[src/rtl/cmd_sequencer.sv]
// Receive-side command sequencer: decodes the RX byte protocol into register-file
// writes/reads and ALU operations, and streams results byte-wise into the TX FIFO.
module cmd_sequencer #(
  parameter int unsigned DATA_WIDTH = 8,
  parameter int unsigned ADDR_WIDTH = 4,
  parameter logic [DATA_WIDTH-1:0] RF_WR_CMD   = DATA_WIDTH'(8'hAA),
  parameter logic [DATA_WIDTH-1:0] RF_RD_CMD   = DATA_WIDTH'(8'hBB),
  parameter logic [DATA_WIDTH-1:0] ALU_OP_CMD  = DATA_WIDTH'(8'hCC),
  parameter logic [DATA_WIDTH-1:0] ALU_NOP_CMD = DATA_WIDTH'(8'hDD)
) (
  input  logic                    CLK,
  input  logic                    RST,
  input  logic [DATA_WIDTH-1:0]   RX_P_DATA,
  input  logic                    RX_D_VLD,
  output logic [ADDR_WIDTH-1:0]   RF_ADDR,
  output logic                    RF_WR_EN,
  output logic                    RF_RD_EN,
  output logic [DATA_WIDTH-1:0]   RF_WR_DATA,
  input  logic [DATA_WIDTH-1:0]   RF_RD_DATA,
  input  logic                    RF_RD_VLD,
  output logic [3:0]              ALU_FUN,
  output logic                    ALU_EN,
  output logic                    CLK_GATE_EN,
  input  logic [2*DATA_WIDTH-1:0] ALU_OUT,
  input  logic                    ALU_OUT_VLD,
  output logic [DATA_WIDTH-1:0]   FIFO_WR_DATA,
  output logic                    FIFO_WR_INC,
  input  logic                    FIFO_FULL
);

  localparam int unsigned FUN_WIDTH = 4;

  typedef enum logic [3:0] {
    IDLE, WR_ADDR, WR_DATA, RD_ADDR, RD_WAIT, OP_A, OP_B,
    ALU_FUN_S, ALU_WAIT, TX_LO, TX_HI
  } state_t;

  state_t                  state;
  logic [ADDR_WIDTH-1:0]   wr_addr;
  logic [2*DATA_WIDTH-1:0] alu_res;
  logic [DATA_WIDTH-1:0]   rd_byte;
  logic                    rd_pend;

  // Strobes default low every cycle so each assertion is a single-cycle pulse.
  always_ff @(posedge CLK or posedge RST) begin
    if (RST) begin
      state        <= IDLE;
      wr_addr      <= '0;
      alu_res      <= '0;
      rd_byte      <= '0;
      rd_pend      <= 1'b0;
      RF_ADDR      <= '0;
      RF_WR_EN     <= 1'b0;
      RF_RD_EN     <= 1'b0;
      RF_WR_DATA   <= '0;
      ALU_FUN      <= '0;
      ALU_EN       <= 1'b0;
      CLK_GATE_EN  <= 1'b0;
      FIFO_WR_DATA <= '0;
      FIFO_WR_INC  <= 1'b0;
    end else begin
      RF_WR_EN    <= 1'b0;
      RF_RD_EN    <= 1'b0;
      FIFO_WR_INC <= 1'b0;
      case (state)
        IDLE: begin
          if (RX_D_VLD) begin
            if (RX_P_DATA == RF_WR_CMD)        state <= WR_ADDR;
            else if (RX_P_DATA == RF_RD_CMD)   state <= RD_ADDR;
            else if (RX_P_DATA == ALU_OP_CMD)  state <= OP_A;
            else if (RX_P_DATA == ALU_NOP_CMD) state <= ALU_FUN_S;
          end
        end
        WR_ADDR: begin
          if (RX_D_VLD) begin
            wr_addr <= RX_P_DATA[ADDR_WIDTH-1:0];
            state   <= WR_DATA;
          end
        end
        WR_DATA: begin
          if (RX_D_VLD) begin
            RF_WR_EN   <= 1'b1;
            RF_ADDR    <= wr_addr;
            RF_WR_DATA <= RX_P_DATA;
            state      <= IDLE;
          end
        end
        RD_ADDR: begin
          if (RX_D_VLD) begin
            RF_RD_EN <= 1'b1;
            RF_ADDR  <= RX_P_DATA[ADDR_WIDTH-1:0];
            state    <= RD_WAIT;
          end
        end
        // Read data is parked in rd_byte until the FIFO can take it.
        RD_WAIT: begin
          if (rd_pend) begin
            if (!FIFO_FULL) begin
              FIFO_WR_INC  <= 1'b1;
              FIFO_WR_DATA <= rd_byte;
              rd_pend      <= 1'b0;
              state        <= IDLE;
            end
          end else if (RF_RD_VLD) begin
            rd_byte <= RF_RD_DATA;
            rd_pend <= 1'b1;
          end
        end
        OP_A: begin
          if (RX_D_VLD) begin
            RF_WR_EN   <= 1'b1;
            RF_ADDR    <= ADDR_WIDTH'(0);
            RF_WR_DATA <= RX_P_DATA;
            state      <= OP_B;
          end
        end
        OP_B: begin
          if (RX_D_VLD) begin
            RF_WR_EN   <= 1'b1;
            RF_ADDR    <= ADDR_WIDTH'(1);
            RF_WR_DATA <= RX_P_DATA;
            state      <= ALU_FUN_S;
          end
        end
        ALU_FUN_S: begin
          if (RX_D_VLD) begin
            ALU_FUN     <= RX_P_DATA[FUN_WIDTH-1:0];
            CLK_GATE_EN <= 1'b1;
            state       <= ALU_WAIT;
          end
        end
        // ALU_EN rises one cycle behind the clock gate so the gated clock is running first.
        ALU_WAIT: begin
          if (ALU_OUT_VLD) begin
            alu_res     <= ALU_OUT;
            ALU_EN      <= 1'b0;
            CLK_GATE_EN <= 1'b0;
            state       <= TX_LO;
          end else begin
            ALU_EN <= 1'b1;
          end
        end
        TX_LO: begin
          if (!FIFO_FULL) begin
            FIFO_WR_INC  <= 1'b1;
            FIFO_WR_DATA <= alu_res[DATA_WIDTH-1:0];
            state        <= TX_HI;
          end
        end
        TX_HI: begin
          if (!FIFO_FULL) begin
            FIFO_WR_INC  <= 1'b1;
            FIFO_WR_DATA <= alu_res[2*DATA_WIDTH-1:DATA_WIDTH];
            state        <= IDLE;
          end
        end
        default: state <= IDLE;
      endcase
    end
  end

endmodule

[config.mk]
export PLATFORM = sky130hd
export DESIGN_NAME = cmd_sequencer
export DESIGN_NICKNAME = d
export VERILOG_FILES = /design/src/rtl/cmd_sequencer.sv
export SDC_FILE = /design/constraint.sdc
export NUM_CORES = 1
export LEC_CHECK = 0
export BUFFER_PORTS_ARGS = -buffer_cell sky130_fd_sc_hd__buf_4
export CORE_MARGIN = 10
export CORE_UTILIZATION = 48
export DETAILED_ROUTE_END_ITERATION = 8
export HOLD_SLACK_MARGIN = 0.12
export PLACE_DENSITY = 0.83
export SLEW_MARGIN = 20
export SYNTH_ARGS = -nofsm -noshare
export SYNTH_HDL_FRONTEND = slang
export SYNTH_SLANG_ARGS = --single-unit
export TNS_END_PERCENT = 30
[constraint.sdc]
create_clock -name CLK -period 1.6 [get_ports CLK]
set_input_delay 0.16 -clock CLK [delete_from_list [all_inputs] [get_ports CLK]]
set_output_delay 0.16 -clock CLK [all_outputs]
set_load 0.02 [all_outputs]
==> results of run 1 <==
-- per-stage QoR --
step,utilization [%],cell area (um2),power [uW]
after floorplan,-,3000,4740
after global placement,64.8,3830,6010
after detailed placement,64.8,3830,6170
after CTS,75.7,4480,7740
after global routing,76.6,4530,8460
final,76.6,4530,8070
-- power breakdown --
| part | internal, uW | switching [uW] |
|---|---|---|
| sequential | 2160 | 502 |
| combinational | 2300 | 2000 |
| clock | 527 | 587 |
| total | 4980 | 3090 |
-- routing by layer --
layer  vias up  part of all wire, %  wire, um  GRT usage, %
met5         -                    0         0             0
met4         0                  2.6       248          7.94
met3        31                  7.5       714          5.36
met2       135                   51      4920          32.1
met1      1309                   38      3670          21.0
li1       1160                    -         -             -
-- how the worst max path moves through the flow --
stage                                     from                     endpoint  depth (start not counted)
after floorplan           state[1]$_DFFE_PP0P_       ALU_FUN[1]$_DFFE_PP0P_                          6
after global placement    state[1]$_DFFE_PP0P_  FIFO_WR_DATA[5]$_DFFE_PP0P_                          6
after detailed placement  state[1]$_DFFE_PP0P_       ALU_FUN[2]$_DFFE_PP0P_                          6
after CTS                 state[2]$_DFFE_PP0P_       ALU_FUN[0]$_DFFE_PP0P_                          5
after global routing      state[1]$_DFFE_PP0P_  FIFO_WR_DATA[2]$_DFFE_PP0P_                          7
final                     state[1]$_DFFE_PP0P_  FIFO_WR_DATA[2]$_DFFE_PP0P_                          7
-- worst max-delay path, delay by kind of cell (launching register included) --
| kind | cells | cell delay (ns) |
|---|---|---|
| AND/OR/NAND/NOR | 2 | 0.30 |
| AO/OA/AOI/OAI | 1 | 0.29 |
| flip-flops | 1 | 0.47 |
| buffers and inverters | 3 | 0.52 |
| multiplexers | 1 | 0.34 |
-- synth_stat cells (all sizes together) (2+ instances only) --
cell	number
a22oi	2
buf	10
a41oi	2
o22ai	15
clkbuf	2
nand2b	2
mux2i	4
or2	2
nand2	12
nand3	3
nor3b	3
o221ai	3
inv	7
a21oi	10
nor2b	3
a22o	3
o22a	3
o21ai	5
nand3b	2
nor2	11
mux2	50
dfrtp	62
-- cell type report --
cell class | instances | area share, %
well taps | 75 | 2.07
inverters | 7 | 0.662
repair buffers | 144 | 27.1
flip-flops and latches | 62 | 34.3
clock inverters | 3 | 0.331
clock buffers | 10 | 2.81
multi-input cells | 155 | 32.7
-- sequential cells by signal, indices dropped and copies added (netlist names) --
signal / flops
alu_res: 16
FIFO_WR_DATA: 8
RF_WR_DATA: 8
rd_byte: 8
ALU_FUN: 4
RF_ADDR: 4
state: 4
wr_addr: 4
ALU_EN: 1
CLK_GATE_EN: 1
FIFO_WR_INC: 1
RF_RD_EN: 1
RF_WR_EN: 1
rd_pend: 1
-- kinds of logic after synthesis --
kind of cell	count (synthesis)	synth area share, %
xor+xnor	2	0.596
flops	62	52.8
buf+inv	19	3.45
mux	54	21.0
compound gates	49	11.7
simple gates	50	10.4
-- timing repair --
item | 4_1_cts | 5_1_grt
buffers inserted | 8 | 1
gates resized for setup | 35 | 11
hold endpoints to repair | 51 | 0
setup endpoints to repair | 54 | 58
hold buffers | 31 | 0
pin swaps | 7 | 3
==> results.sh, run 1 <==
export IMPL_status="finished with violations"
export IMPL_violations="setup timing"
export IMPL_grt_pass1_vias=2802
export IMPL_dp_cells=403
export IMPL_crit_arrival_ns=2.26
export IMPL_relSlewSlack_pct=62.9
export IMPL_regArea_um2=1560
export IMPL_setup_viol=56
export IMPL_clk_latency_ns=0.35
export IMPL_skew_ns=0.0198
export IMPL_period_share_pct=127
export IMPL_drive_above_1_share_pct=52.8
export IMPL_tightest_slew_ns=0.556
export IMPL_dieHeight_um=98.3
export IMPL_gr_usage_all_layers_pct=18.6
export IMPL_critPathRequiredTime_ns=1.83
export IMPL_tns_ns=-9.63
export IMPL_fmax_mhz=494
export IMPL_path_clk_slew_ns=0.08
export IMPL_cts_sinks=62
export IMPL_dr_pass1_iters=5
export IMPL_cts_tree="yes"
export IMPL_period_needed_ns=2.03
export IMPL_overflow=0
export IMPL_vdd_drop_max_mv=1.13
export IMPL_ant_nets=0
export IMPL_start_kind="register"
export IMPL_hold_class="in2reg"
export IMPL_drt_wl_total_um=9550
export IMPL_cts_htree_levels=3
export IMPL_drtIter0Drc=200
export IMPL_vias=2635
export IMPL_netlist_instances=236
export IMPL_syn_avg_cell_area_um2=12.5
export IMPL_die_area_um2=9650
export IMPL_antenna_found_initial=0
export IMPL_drc=0
export IMPL_grt_max_degree=24
export IMPL_synth_flop_cell="dfrtp_1"
export IMPL_slew_violations=0
export IMPL_netlist_top_cells_area="dfrtp_1 (53%), mux2_2 (16%), o22ai_1 (3.2%)"
export IMPL_core_um2=5920
export IMPL_dp_hpwl_um=5760
export IMPL_dpl_worst_slack_ns=-0.303
export IMPL_cp_max_fo=7
export IMPL_cpMostUsedCell="buf_6"
export IMPL_synth_edf_count=0
export IMPL_r2r_start="state[1]$_DFFE_PP0P_"
export IMPL_hold_path_cell_count=2
export IMPL_fillers=323
export IMPL_leakage_uw=0.00219
export IMPL_grt_pass1_wl_um=14600
export IMPL_cts_root_buf="clkbuf_8"
export IMPL_hold_viol=0
export IMPL_ys_ff_latch=62
export IMPL_rows=28
export IMPL_port_buffer_count=66
export IMPL_n_antenna_cell=0
export IMPL_reg2reg_depth=7
export IMPL_routedWlPerCell_um=20.9
export IMPL_syn_nets=274
export IMPL_cap_violations=0
export IMPL_hold_start="RX_P_DATA[3]"
export IMPL_synth_warning_count=0
export IMPL_cp_cell_sequence="buf_6, nor4b_4, buf_4, nand2_4, a21oi_4, buf_6, mux2i_1"
export IMPL_setup_worst_path_end_class="register"
export IMPL_r2r_setup_slack_ns=-0.43
export IMPL_syn_cell_area_um2=2940
export IMPL_boundaryPins=67
export IMPL_place_congestion=0.864
export IMPL_yosysTopAreaCell="dfrtp_1"
export IMPL_p_per_area_nw_per_um2=1780
export IMPL_start_util_pct=49.6
export IMPL_max_stage_delay_ns=0.47
export IMPL_layout_setup_ws_ns=-0.426
export IMPL_synth_cell_type_count=52
export IMPL_ys_seq_area_share_pct=52.8
export IMPL_die_w_um=98.3
export IMPL_hold_ws_ns=0.135
export IMPL_multi_input_comb_area_um2=1480
export IMPL_critPathSlowestCell="dfrtp_2"
export IMPL_instances_no_fill=456
export IMPL_via_per_inst=5.78
export IMPL_cts_buffers=9
export IMPL_clk_path_buf_depth=2
export IMPL_final_common_cell="buf_4"
export IMPL_hold_path_end="wr_addr[3]$_DFFE_PP0P_"
export IMPL_area_growth_synth_to_final_pct=54.3
export IMPL_final_cell_mix="buf_4 (104), dfrtp_1 (58), dlygate4sd3_1 (31)"
export IMPL_synth_top_area_share_pct=52.8
export IMPL_ys_async_sr_fraction_pct=100
export IMPL_timing_rr_end="FIFO_WR_DATA[2]$_DFFE_PP0P_"
export IMPL_final_nets=417
export IMPL_critPathKind="reg2reg"
export IMPL_rsz0062_at_grt="yes"
No activity file was read; power rests on OpenSTA's default activity.
==> run 2, diff against run 1 <==
GPL_ROUTABILITY_DRIVEN = 0   (was default)
SKIP_LAST_GASP = 1   (was default)
==> results.sh, run 2 (synthesis gave the netlist of run 1 again) <==
export IMPL_period_share_pct=123
export IMPL_drc=0
export IMPL_drive_above_1_share_pct=53.2
export IMPL_relSlewSlack_pct=61.9
export IMPL_boundaryPins=67
export IMPL_rsz0062_at_grt="yes"
export IMPL_top_register="alu_res"
export IMPL_critical_path_buf_inv_count=3
export IMPL_reg2reg_depth=7
export IMPL_antenna_found_initial=0
export IMPL_routedWlPerCell_um=21.3
export IMPL_setup_viol=58
export IMPL_r2r_start="state[3]$_DFFE_PP0P_"
export IMPL_p_per_area_nw_per_um2=1780
export IMPL_via_per_inst=5.73
export IMPL_core_um2=5920
export IMPL_critPathTopFamily="buffers and inverters"
export IMPL_grt_pass1_vias=2795
export IMPL_hold_path_end="ALU_FUN[3]$_DFFE_PP0P_"
export IMPL_hold_path_cell_count=2
export IMPL_cts_sinks=62
export IMPL_fillers=327
export IMPL_path_depth=7
export IMPL_setup_worst_path_end_class="register"
export IMPL_area_growth_synth_to_final_pct=54.9
export IMPL_die_area_um2=9650
export IMPL_fin_util_pct=76.9
export IMPL_crit_arrival_ns=2.21
export IMPL_leakage_uw=0.00218
export IMPL_critPathSlowestCell="dfrtp_2"
export IMPL_gr_usage_all_layers_pct=18.2
export IMPL_cp_max_fo=6
export IMPL_cpMostUsedCell="buf_6"
export IMPL_drt_wl_total_um=9830
export IMPL_vdd_drop_max_mv=1.00
export IMPL_ant_nets=0
export IMPL_status="finished with violations"
export IMPL_cts_buffers=9
export IMPL_grt_max_degree=24
export IMPL_drtIter0Drc=239
export IMPL_critPathRequiredTime_ns=1.85
export IMPL_grt_pass1_wl_um=14400
export IMPL_dpl_cell_area_um2=3830
export IMPL_period_needed_ns=1.96
export IMPL_fmax_mhz=510
export IMPL_start_kind="register"
export IMPL_port_buffer_count=66
export IMPL_final_nets=423
export IMPL_die_w_um=98.3
export IMPL_dieHeight_um=98.3
export IMPL_cts_tree="yes"
export IMPL_start_util_pct=49.6
export IMPL_final_cell_mix="buf_4 (107), dfrtp_1 (58), mux2_2 (35)"
export IMPL_finalInstanceArea_um2=4550
export IMPL_cp_cell_sequence="buf_6, nor4b_4, buf_4, nand2_4, a21oi_4, buf_6, mux2i_1"
export IMPL_hold_start="RX_P_DATA[3]"
export IMPL_timing_rr_end="FIFO_WR_DATA[2]$_DFFE_PP0P_"
export IMPL_clk_latency_ns=0.35
export IMPL_violations="setup timing"
export IMPL_final_common_cell="buf_4"
export IMPL_cts_htree_levels=3
export IMPL_path_clk_slew_ns=0.07
export IMPL_clk_path_buf_depth=2
export IMPL_tns_ns=-11.60
export IMPL_rows=28
export IMPL_largest_reg_flops=16
export IMPL_skew_ns=0.0129
export IMPL_dr_pass1_iters=5
export IMPL_n_antenna_cell=0
export IMPL_r2r_setup_slack_ns=-0.36
export IMPL_cts_root_buf="clkbuf_8"
export IMPL_hold_class="in2reg"
export IMPL_cap_violations=0
export IMPL_slew_violations=0
export IMPL_dp_hpwl_um=5760
export IMPL_overflow=0
export IMPL_critPathKind="reg2reg"
export IMPL_vias=2646
export IMPL_hold_viol=0
export IMPL_layout_setup_ws_ns=-0.360
export IMPL_max_stage_delay_ns=0.43
export IMPL_tightest_slew_ns=0.571
[run 2: layout make-up]
cell class	instances	area, um2	area share (%)
multi-input cells	155	1450	31.7
well taps	75	93.8	2.06
flip-flops and latches	62	1560	34.2
clock buffers	10	128	2.80
repair buffers	150	1280	28.2
clock inverters	3	15.0	0.330
inverters	7	30.0	0.660
[run 2: per-layer routing]
layer,track usage (%),vias to the layer above,wire length [um]
met2,31.9,135,5200
met4,7.28,0,232
met5,0,-,0
li1,-,1167,-
met3,4.58,28,683
met1,20.6,1316,3720
[run 2: power by group]
part	internal (uW)	switching, uW	total [uW]
clock network	528	610	1140
registers	2150	481	2640
logic	2290	2040	4340
total	4980	3140	8110
[run 2: timing repair]
item | in CTS | in global routing
endpoints found under the setup margin | 54 | 59
resized for setup | 26 | 11
hold buffers | 31 | 0
endpoints found under the hold margin | 51 | 0
gates cloned | 0 | 0
pin swaps | 6 | 6
setup buffers | 8 | 7
[run 2: through the flow]
step | std cells | setup WS (ns) | hold slack, ns | power, uW
after global placement | 403 | -0.183 | 0.252 | 6010
after floorplan | 236 | -0.118 | 0.253 | 4740
after detailed placement | 403 | -0.303 | 0.252 | 6170
after global routing | 462 | -0.478 | 0.136 | 8480
after CTS | 455 | -0.214 | 0.124 | 7650
final | 462 | -0.360 | 0.130 | 8110
[run 2: worst max path at each step]
stage | startpoint | endpoint | slack, ns
2_1_floorplan | state[1]$_DFFE_PP0P_ | ALU_FUN[1]$_DFFE_PP0P_ | -0.12
3_3_place_gp | state[1]$_DFFE_PP0P_ | FIFO_WR_DATA[5]$_DFFE_PP0P_ | -0.18
3_5_place_dp | state[1]$_DFFE_PP0P_ | ALU_FUN[2]$_DFFE_PP0P_ | -0.30
4_1_cts | state[2]$_DFFE_PP0P_ | ALU_FUN[0]$_DFFE_PP0P_ | -0.21
5_1_grt | state[1]$_DFFE_PP0P_ | FIFO_WR_DATA[2]$_DFFE_PP0P_ | -0.48
6_report | state[3]$_DFFE_PP0P_ | FIFO_WR_DATA[2]$_DFFE_PP0P_ | -0.36
